==> config.mk <==
export PLATFORM = sky130hd
export DESIGN_NAME = board_painter_flat
export DESIGN_NICKNAME = d
export VERILOG_FILES = /design/src/rtl/board_painter_pkg.sv /design/src/rtl/board_painter_if.sv /design/src/rtl/board_painter_frame_tick_sync.sv /design/src/rtl/board_painter.sv /design/src/flat_wrapper.sv
export SDC_FILE = /design/constraint.sdc
export NUM_CORES = 1
export LEC_CHECK = 0
export CAP_MARGIN = 20
export CORE_ASPECT_RATIO = 1.2
export CORE_MARGIN = 2
export CORE_UTILIZATION = 48
export CTS_CLUSTER_SIZE = 20
export DETAILED_ROUTE_END_ITERATION = 10
export GPL_ROUTABILITY_DRIVEN = 0
export GPL_TIMING_DRIVEN = 0
export MAX_ROUTING_LAYER = met4
export PLACE_DENSITY = 0.77
export SETUP_SLACK_MARGIN = 0.5
export SLEW_MARGIN = 20
export SYNTH_ARGS = -nofsm -noshare
export SYNTH_HDL_FRONTEND = slang
export SYNTH_SLANG_ARGS = --single-unit
==> constraint.sdc <==
create_clock -name Clk -period 4.1 [get_ports Clk]
set_input_delay 0.82 -clock Clk [delete_from_list [all_inputs] [get_ports Clk]]
set_output_delay 0.82 -clock Clk [all_outputs]
set_load 0.01 [all_outputs]
==> src/rtl/board_painter_pkg.sv <==
// Board geometry, colour width, painter state encoding and cell addressing.
// Shared by the game logic, the board painter and the colour mapper.
package board_pkg;

  localparam int BOARD_W = 10;
  localparam int BOARD_H = 20;
  localparam int ADDR_W  = 8;
  localparam int COLOR_W = 16;

  typedef logic [6:0]      coord_t;
  typedef logic [3:0][6:0] piece_t;

  localparam coord_t X_LIM = coord_t'(BOARD_W);
  localparam coord_t Y_LIM = coord_t'(BOARD_H);

  typedef enum logic [2:0] {
    IDLE,
    SHIFT_RD,
    SHIFT_WR,
    ERASE,
    DRAW,
    DONE
  } paint_state_e;

  function automatic logic [ADDR_W-1:0] cell_addr(input coord_t x, input coord_t y);
    return ADDR_W'(y) * ADDR_W'(BOARD_W) + ADDR_W'(x);
  endfunction

endpackage

==> src/rtl/board_painter_if.sv <==
// Board RAM port owned by the painter: one synchronous read port and the write port.
interface board_painter_if;
  import board_pkg::*;

  logic [ADDR_W-1:0]  rd_addr;
  logic [COLOR_W-1:0] rd_data;
  logic               wr_en;
  logic [ADDR_W-1:0]  wr_addr;
  logic [COLOR_W-1:0] wr_data;

  modport master (output rd_addr, wr_en, wr_addr, wr_data, input rd_data);
  modport slave  (input rd_addr, wr_en, wr_addr, wr_data, output rd_data);

endinterface

==> src/rtl/board_painter_frame_tick_sync.sv <==
// Brings the asynchronous frame clock into Clk and emits a one-cycle tick per rising edge.
module frame_tick_sync (
  input  logic Clk,
  input  logic Reset_n,
  input  logic frame_clk,
  output logic tick_o
);

  // [0] and [1] form the synchroniser, [2] holds the previous synchronised value
  logic [2:0] sync_q;

  always_ff @(posedge Clk or negedge Reset_n) begin
    if (!Reset_n) begin
      sync_q <= '0;
    end else begin
      sync_q <= {sync_q[1:0], frame_clk};
    end
  end

  assign tick_o = sync_q[1] & ~sync_q[2];

endmodule

==> src/rtl/board_painter.sv <==
// Per-frame board RAM writer: optional row shift for a clear, then erase of the
// previous piece squares and paint of the current ones, from an input snapshot.
module board_painter
  import board_pkg::*;
(
  input  logic               Clk,
  input  logic               Reset_n,
  input  logic               frame_clk,
  input  piece_t             blockXPos,
  input  piece_t             blockYPos,
  input  piece_t             blockXPrev,
  input  piece_t             blockYPrev,
  input  logic [COLOR_W-1:0] blockColor,
  input  logic               Clear_row,
  input  logic [3:0]         Num_rows_to_clear,
  input  coord_t             Row_to_clear,
  board_painter_if.master    ram,
  output logic               busy,
  output logic               overrun
);

  localparam logic [3:0] X_LAST = 4'(BOARD_W - 1);

  paint_state_e       state_q, start_state;
  piece_t             xpos_q, ypos_q, xprev_q, yprev_q;
  logic [COLOR_W-1:0] color_q;
  logic [3:0]         nclr_q;
  coord_t             row_q;
  logic [3:0]         x_q;
  logic [1:0]         i_q;
  logic               pending_q, overrun_q;
  logic               wr_en_q;
  logic [ADDR_W-1:0]  wr_addr_q;
  logic [COLOR_W-1:0] wr_data_q;

  logic   tick, start;
  coord_t nclr_ext, x_ext, ex, ey, dx, dy;
  logic   src_ok, next_row_src_ok, prev_none, erase_hit, erase_skip, draw_ok;

  frame_tick_sync u_sync (
    .Clk       (Clk),
    .Reset_n   (Reset_n),
    .frame_clk (frame_clk),
    .tick_o    (tick)
  );

  assign nclr_ext        = {3'b000, nclr_q};
  assign x_ext           = {3'b000, x_q};
  assign src_ok          = row_q >= nclr_ext;
  assign next_row_src_ok = (row_q - 7'd1) >= nclr_ext;

  assign ex = xprev_q[i_q];
  assign ey = yprev_q[i_q];
  assign dx = xpos_q[i_q];
  assign dy = ypos_q[i_q];

  assign prev_none  = (xprev_q == '0) && (yprev_q == '0);
  assign erase_skip = prev_none || erase_hit || (ex >= X_LIM) || (ey >= Y_LIM);
  assign draw_ok    = (dx < X_LIM) && (dy < Y_LIM);

  always_comb begin
    erase_hit = 1'b0;
    for (int j = 0; j < 4; j++) begin
      if (xpos_q[j] == ex && ypos_q[j] == ey) erase_hit = 1'b1;
    end
  end

  // First state of a job; rows that would source from above the top fill blank without a read
  always_comb begin
    start_state = ERASE;
    if (Clear_row && Num_rows_to_clear != 4'd0 && Row_to_clear < Y_LIM) begin
      start_state = (Row_to_clear >= {3'b000, Num_rows_to_clear}) ? SHIFT_RD : SHIFT_WR;
    end
  end

  assign start = (state_q == IDLE && tick) || (state_q == DONE && (tick || pending_q));

  always_ff @(posedge Clk or negedge Reset_n) begin
    if (!Reset_n) begin
      state_q   <= IDLE;
      xpos_q    <= '0;
      ypos_q    <= '0;
      xprev_q   <= '0;
      yprev_q   <= '0;
      color_q   <= '0;
      nclr_q    <= '0;
      row_q     <= '0;
      x_q       <= '0;
      i_q       <= '0;
      pending_q <= 1'b0;
      overrun_q <= 1'b0;
      wr_en_q   <= 1'b0;
      wr_addr_q <= '0;
      wr_data_q <= '0;
    end else begin
      wr_en_q <= 1'b0;
      if (tick && state_q != IDLE && state_q != DONE) begin
        if (pending_q) overrun_q <= 1'b1;
        pending_q <= 1'b1;
      end
      case (state_q)
        IDLE: ;
        SHIFT_RD: state_q <= SHIFT_WR;
        SHIFT_WR: begin
          wr_en_q   <= 1'b1;
          wr_addr_q <= cell_addr(x_ext, row_q);
          wr_data_q <= src_ok ? ram.rd_data : '0;
          if (x_q == X_LAST) begin
            x_q <= '0;
            if (row_q == '0) begin
              i_q     <= '0;
              state_q <= ERASE;
            end else begin
              row_q   <= row_q - 7'd1;
              state_q <= next_row_src_ok ? SHIFT_RD : SHIFT_WR;
            end
          end else begin
            x_q     <= x_q + 4'd1;
            state_q <= src_ok ? SHIFT_RD : SHIFT_WR;
          end
        end
        ERASE: begin
          wr_en_q   <= ~erase_skip;
          wr_addr_q <= cell_addr(ex, ey);
          wr_data_q <= '0;
          i_q       <= i_q + 2'd1;
          if (i_q == 2'd3) state_q <= DRAW;
        end
        DRAW: begin
          wr_en_q   <= draw_ok;
          wr_addr_q <= cell_addr(dx, dy);
          wr_data_q <= color_q;
          i_q       <= i_q + 2'd1;
          if (i_q == 2'd3) state_q <= DONE;
        end
        DONE: begin
          pending_q <= pending_q & tick;
          state_q   <= IDLE;
        end
        default: state_q <= IDLE;
      endcase
      if (start) begin
        xpos_q  <= blockXPos;
        ypos_q  <= blockYPos;
        xprev_q <= blockXPrev;
        yprev_q <= blockYPrev;
        color_q <= blockColor;
        nclr_q  <= Num_rows_to_clear;
        row_q   <= Row_to_clear;
        x_q     <= '0;
        i_q     <= '0;
        state_q <= start_state;
      end
    end
  end

  assign ram.rd_addr = (state_q == SHIFT_RD) ? cell_addr(x_ext, row_q - nclr_ext) : '0;
  assign ram.wr_en   = wr_en_q;
  assign ram.wr_addr = wr_addr_q;
  assign ram.wr_data = wr_data_q;
  assign busy        = (state_q != IDLE);
  assign overrun     = overrun_q;

endmodule

==> src/flat_wrapper.sv <==
// flat-port wrapper written by rule: the top's interface ports become plain ports
module board_painter_flat import board_pkg::*;
  (Clk, Reset_n, frame_clk, blockXPos, blockYPos, blockXPrev, blockYPrev, blockColor, Clear_row, Num_rows_to_clear, Row_to_clear, busy, overrun, ram_rd_addr, ram_wr_en, ram_wr_addr, ram_wr_data, ram_rd_data);
  board_painter_if ram_i ();
  input  logic Clk;
  input  logic Reset_n;
  input  logic frame_clk;
  input  piece_t blockXPos;
  input  piece_t blockYPos;
  input  piece_t blockXPrev;
  input  piece_t blockYPrev;
  input  logic [COLOR_W-1:0] blockColor;
  input  logic Clear_row;
  input  logic [3:0] Num_rows_to_clear;
  input  coord_t Row_to_clear;
  output logic busy;
  output logic overrun;
  output wire logic [$bits(ram_i.rd_addr)-1:0] ram_rd_addr;
  output wire logic [$bits(ram_i.wr_en)-1:0] ram_wr_en;
  output wire logic [$bits(ram_i.wr_addr)-1:0] ram_wr_addr;
  output wire logic [$bits(ram_i.wr_data)-1:0] ram_wr_data;
  input wire logic [$bits(ram_i.rd_data)-1:0] ram_rd_data;
  assign ram_rd_addr = ram_i.rd_addr;
  assign ram_wr_en = ram_i.wr_en;
  assign ram_wr_addr = ram_i.wr_addr;
  assign ram_wr_data = ram_i.wr_data;
  assign ram_i.rd_data = ram_rd_data;
  board_painter u_core (.Clk(Clk), .Reset_n(Reset_n), .frame_clk(frame_clk), .blockXPos(blockXPos), .blockYPos(blockYPos), .blockXPrev(blockXPrev), .blockYPrev(blockYPrev), .blockColor(blockColor), .Clear_row(Clear_row), .Num_rows_to_clear(Num_rows_to_clear), .Row_to_clear(Row_to_clear), .ram(ram_i), .busy(busy), .overrun(overrun));
endmodule
==> flow_summary.ini, run 1 <==
[synth]
synth_top_area_share_pct = 42.02
synthesis.area_mm2 = 0.01060
netlist_instances = 910
synth_nets = 1140
synthTopCellsByArea = dfrtp_1 42%, mux2_2 14%, ha_1 7.3%
ys_async_sr_fraction_pct = 100.0
synth_flop_cell = dfrtp_1
yosysUniqueCellTypes = 53
syn_area_per_cell_um2 = 11.65
synth_area_leader_cell = dfrtp_1
yosysSeqAreaShare_pct = 42.02
synth-edff-count = 0
yosysWarnings = 0
ys_ff_latch = 178

[final_layout]
final_net_count = 1388
area_growth_pct = 32.00
antennaDiodeCount = 0
fillers = 1706
layout-drive-gt1-share_pct = 25.02

[drt]
first_iter_violations = 465
routed-wl-met2_mm = 14.89
drc_errors = 0
wirelength_mm = 28.44
topRoutingLayerUsed = met4
dr_wl_met3_mm = 1.344
dr.pass1.iters = 6
met1_length_mm = 11.39
avgViaCountPerCell = 5.653
dr_total_vias = 8168
ant_nets = 0
wl_per_cell_um = 19.68

[floorplan]
num_rows = 59
coreArea_mm2 = 0.02170
io_pins = 194
die_w_um = 139.7
die-area_mm2 = 0.02330
initial_core_util_pct = 48.85
die_y_um = 166.8

[clocking]
cts_buffer_depth = 2
clockRootBuffer = clkbuf_16
cts_htree_levels = 4
cts_buffers = 17
clock_sinks = 178
insertion_delay_ns = 0.44
path_clk_slew_ns = 0.08
cts_tree = done

[global_route]
grt_use_total_pct = 25.48
antenna_found_initial = 0
grt_pass1_vias = 8477
grt_pass1_wl_mm = 45.41
grt_max_degree = 101
gr-total-overflow = 0

[outcome]
outcome = finished, violations left
violations = negative setup slack

[critical_path]
cp_common_cell = inv_2
crit_fanout = 2
critPathBufInv = 4
critPathLaunchType = flop
cp.required_ns = 3.28
slowest_delay_ns = 0.43
worstPathCellList = inv_2 > ha_4 > inv_2 > fa_2 > a21oi_2 > nor2_1 > nor2_2 > xor2_1 > ha_1 > inv_2 > fa_2 > or3b_4 > xnor2_2 > xnor2_1 > xnor2_1 > nor2_1 > buf_2
endpoint_kind = output pin
arrival_ns = 3.85
crit_type = flop to output pin
critPathTopFamily = adder cells
cp_slowest_cell = fa_2

[sta]
worst_pin_slew_ns = 0.6312
slew_violations = 0
finalCritPeriodShare_pct = 113.9
final_hold_viol_count = 0
layout_min_cycle_time_ns = 4.669
max_freq_mhz = 214.2
skew_ns = 0.01815
setup_viol = 3
slew_headroom_pct = 57.92
fin_ws_ns = -0.5687
rsz0062_at_grt = true

[place]
place_ws_ns = -0.6992
dp_hpwl_mm = 21.64
port_buffers = 193

[hold_path]
hold_class = input pin to asynchronous set/reset pin

[run]
maxCapViolations = 0
==> path summary, 6_finish.rpt <==
path,start,end,slack [ns],cells after the start
hold reg to reg,u_core.u_sync.sync_q[0],u_core.u_sync.sync_q[1],0.35,0
hold / removal,Reset_n,u_core.ypos_q[23],0.34,1
max in group asynchronous,Reset_n,u_core.ram.wr_data[7],2.84,2
setup reg to reg,u_core.i_q[0],u_core.ram.wr_addr[7],0.59,13
min in group Clk,u_core.u_sync.sync_q[0],u_core.u_sync.sync_q[1],0.35,0
setup / recovery,u_core.row_q[0],ram_rd_addr[7],-0.57,17
==> placed cells by master, fill, tap and decap left out, types with 28 or more instances in the layout <==
master,n
clkdlybuf4s50_1,186
dfrtp_1,173
mux2_2,136
nor2_1,63
xnor2_1,59
ha_1,53
buf_4,46
xor2_1,41
nand2_1,33
inv_1,32
o21ai_0,28
==> routing by layer <==
layer	up-vias	track usage [%]
met5	-	-
met4	0	8.565
met3	54	4.370
met2	271	43.76
met1	4083	30.52
li1	3760	-
==> metrics by stage <==
| stage | TNS (ns) | instance area (µm²) | hold WS (ns) | utilization [%] | instances |
|---|---|---|---|---|---|
| 5_1_grt | -1.587 | 13990 | 0.3691 | 64.48 | 1445 |
| 3_5_place_dp | -0.8738 | 12970 | 0.3413 | 59.75 | 1378 |
| 6_report | -1.150 | 13990 | 0.3422 | 64.48 | 1445 |
| 2_1_floorplan | 0 | 10660 | 0.3312 | - | 910 |
| 4_1_cts | -0.7697 | 13870 | 0.3569 | 63.91 | 1436 |
| 3_3_place_gp | -918.30 | 12940 | 0.3383 | 59.60 | 1377 |
==> cell usage after synthesis (2+ instances only) <==
| cell type | count |
|---|---|
| a21o_1 | 11 |
| a21oi_1 | 27 |
| a221oi_1 | 18 |
| a31oi_1 | 3 |
| and3_1 | 2 |
| buf_2 | 12 |
| buf_4 | 14 |
| buf_6 | 4 |
| clkbuf_1 | 14 |
| dfrtp_1 | 178 |
| fa_1 | 9 |
| ha_1 | 62 |
| inv_1 | 37 |
| mux2_2 | 136 |
| mux2_4 | 2 |
| mux2i_1 | 21 |
| mux4_1 | 6 |
| mux4_2 | 13 |
| nand2_1 | 34 |
| nand2b_1 | 4 |
| nand3_1 | 7 |
| nand4_1 | 13 |
| nor2_1 | 64 |
| nor2b_1 | 10 |
| nor3_1 | 8 |
| nor3b_1 | 2 |
| nor4_1 | 24 |
| o21a_1 | 2 |
| o21ai_0 | 29 |
| o21ai_1 | 2 |
| o21bai_1 | 6 |
| o22a_1 | 3 |
| o22ai_1 | 3 |
| o32ai_1 | 2 |
| or3_1 | 4 |
| or3b_2 | 2 |
| or4_1 | 3 |
| xnor2_1 | 63 |
| xor2_1 | 42 |
==> worst reg2reg max path, stage by stage, from the launching register on <==
cell and delay, ns:
dfrtp_2 0.44, buf_12 0.14, buf_12 0.13, buf_12 0.13
mux4_2 0.50, ha_4 0.28, ha_4 0.16, fa_1 0.41
xor2_1 0.18, ha_1 0.31, a21oi_1 0.21, xnor2_1 0.15
o21ai_1 0.07, a221o_1 0.26
==> sequential cells by signal (all words and copies together) (netlist names), 4 cells and up <==
name                count
u_core.color_q         16
u_core.nclr_q           4
u_core.ram.wr_addr      8
u_core.ram.wr_data     16
u_core.row_q            7
u_core.x_q              4
u_core.xpos_q          28
u_core.xprev_q         28
u_core.ypos_q          28
u_core.yprev_q         28
==> final cells by class <==
class / count / area (µm²) / share of cell area (%)
buffer: 44 / 319.1 / 2.280
clock buffer: 18 / 429.2 / 3.067
clock inverter: 14 / 171.4 / 1.225
inverter: 37 / 138.9 / 0.9925
multi-input combinational: 651 / 5923 / 42.33
sequential: 178 / 4461 / 31.88
tap: 274 / 342.8 / 2.450
timing repair buffer: 229 / 2208 / 15.78
==> what timing repair did <==
action	4_1_cts	5_1_grt
endpoints found under the setup margin	9	6
gates resized for setup	50	13
pin swaps	21	18
hold buffers	0	0
buffers inserted	26	9
==> cells by family after synthesis <==
kind of cell	share of synthesized area [%]
DFF	42.02
muxes	20.96
xor gates and xnor gates	8.675
AOI/OAI and AO/OA	7.223
buffers and inverters	3.788
and+or+nand+nor	8.320
adders and majority gates	9.017
Power of run 1 is left out: the tool's default activity adds up to more than one toggle a clock period on the data nets, which glitch-free logic cannot reach.
==> run 2, diff against run 1 <==
--- a/config.mk
+++ b/config.mk
@@ -5,10 +5,10 @@
 export SDC_FILE = /design/constraint.sdc
 export NUM_CORES = 1
 export LEC_CHECK = 0
-export CAP_MARGIN = 20
 export CORE_ASPECT_RATIO = 1.2
 export CORE_MARGIN = 2
 export CORE_UTILIZATION = 48
+export CTS_CLUSTER_DIAMETER = 50
 export CTS_CLUSTER_SIZE = 20
 export DETAILED_ROUTE_END_ITERATION = 10
 export GPL_ROUTABILITY_DRIVEN = 0
==> results of run 2 <==
Final layout, timing and power as in run 1 (identical DEF).
Power of run 2 is left out for the same reason.
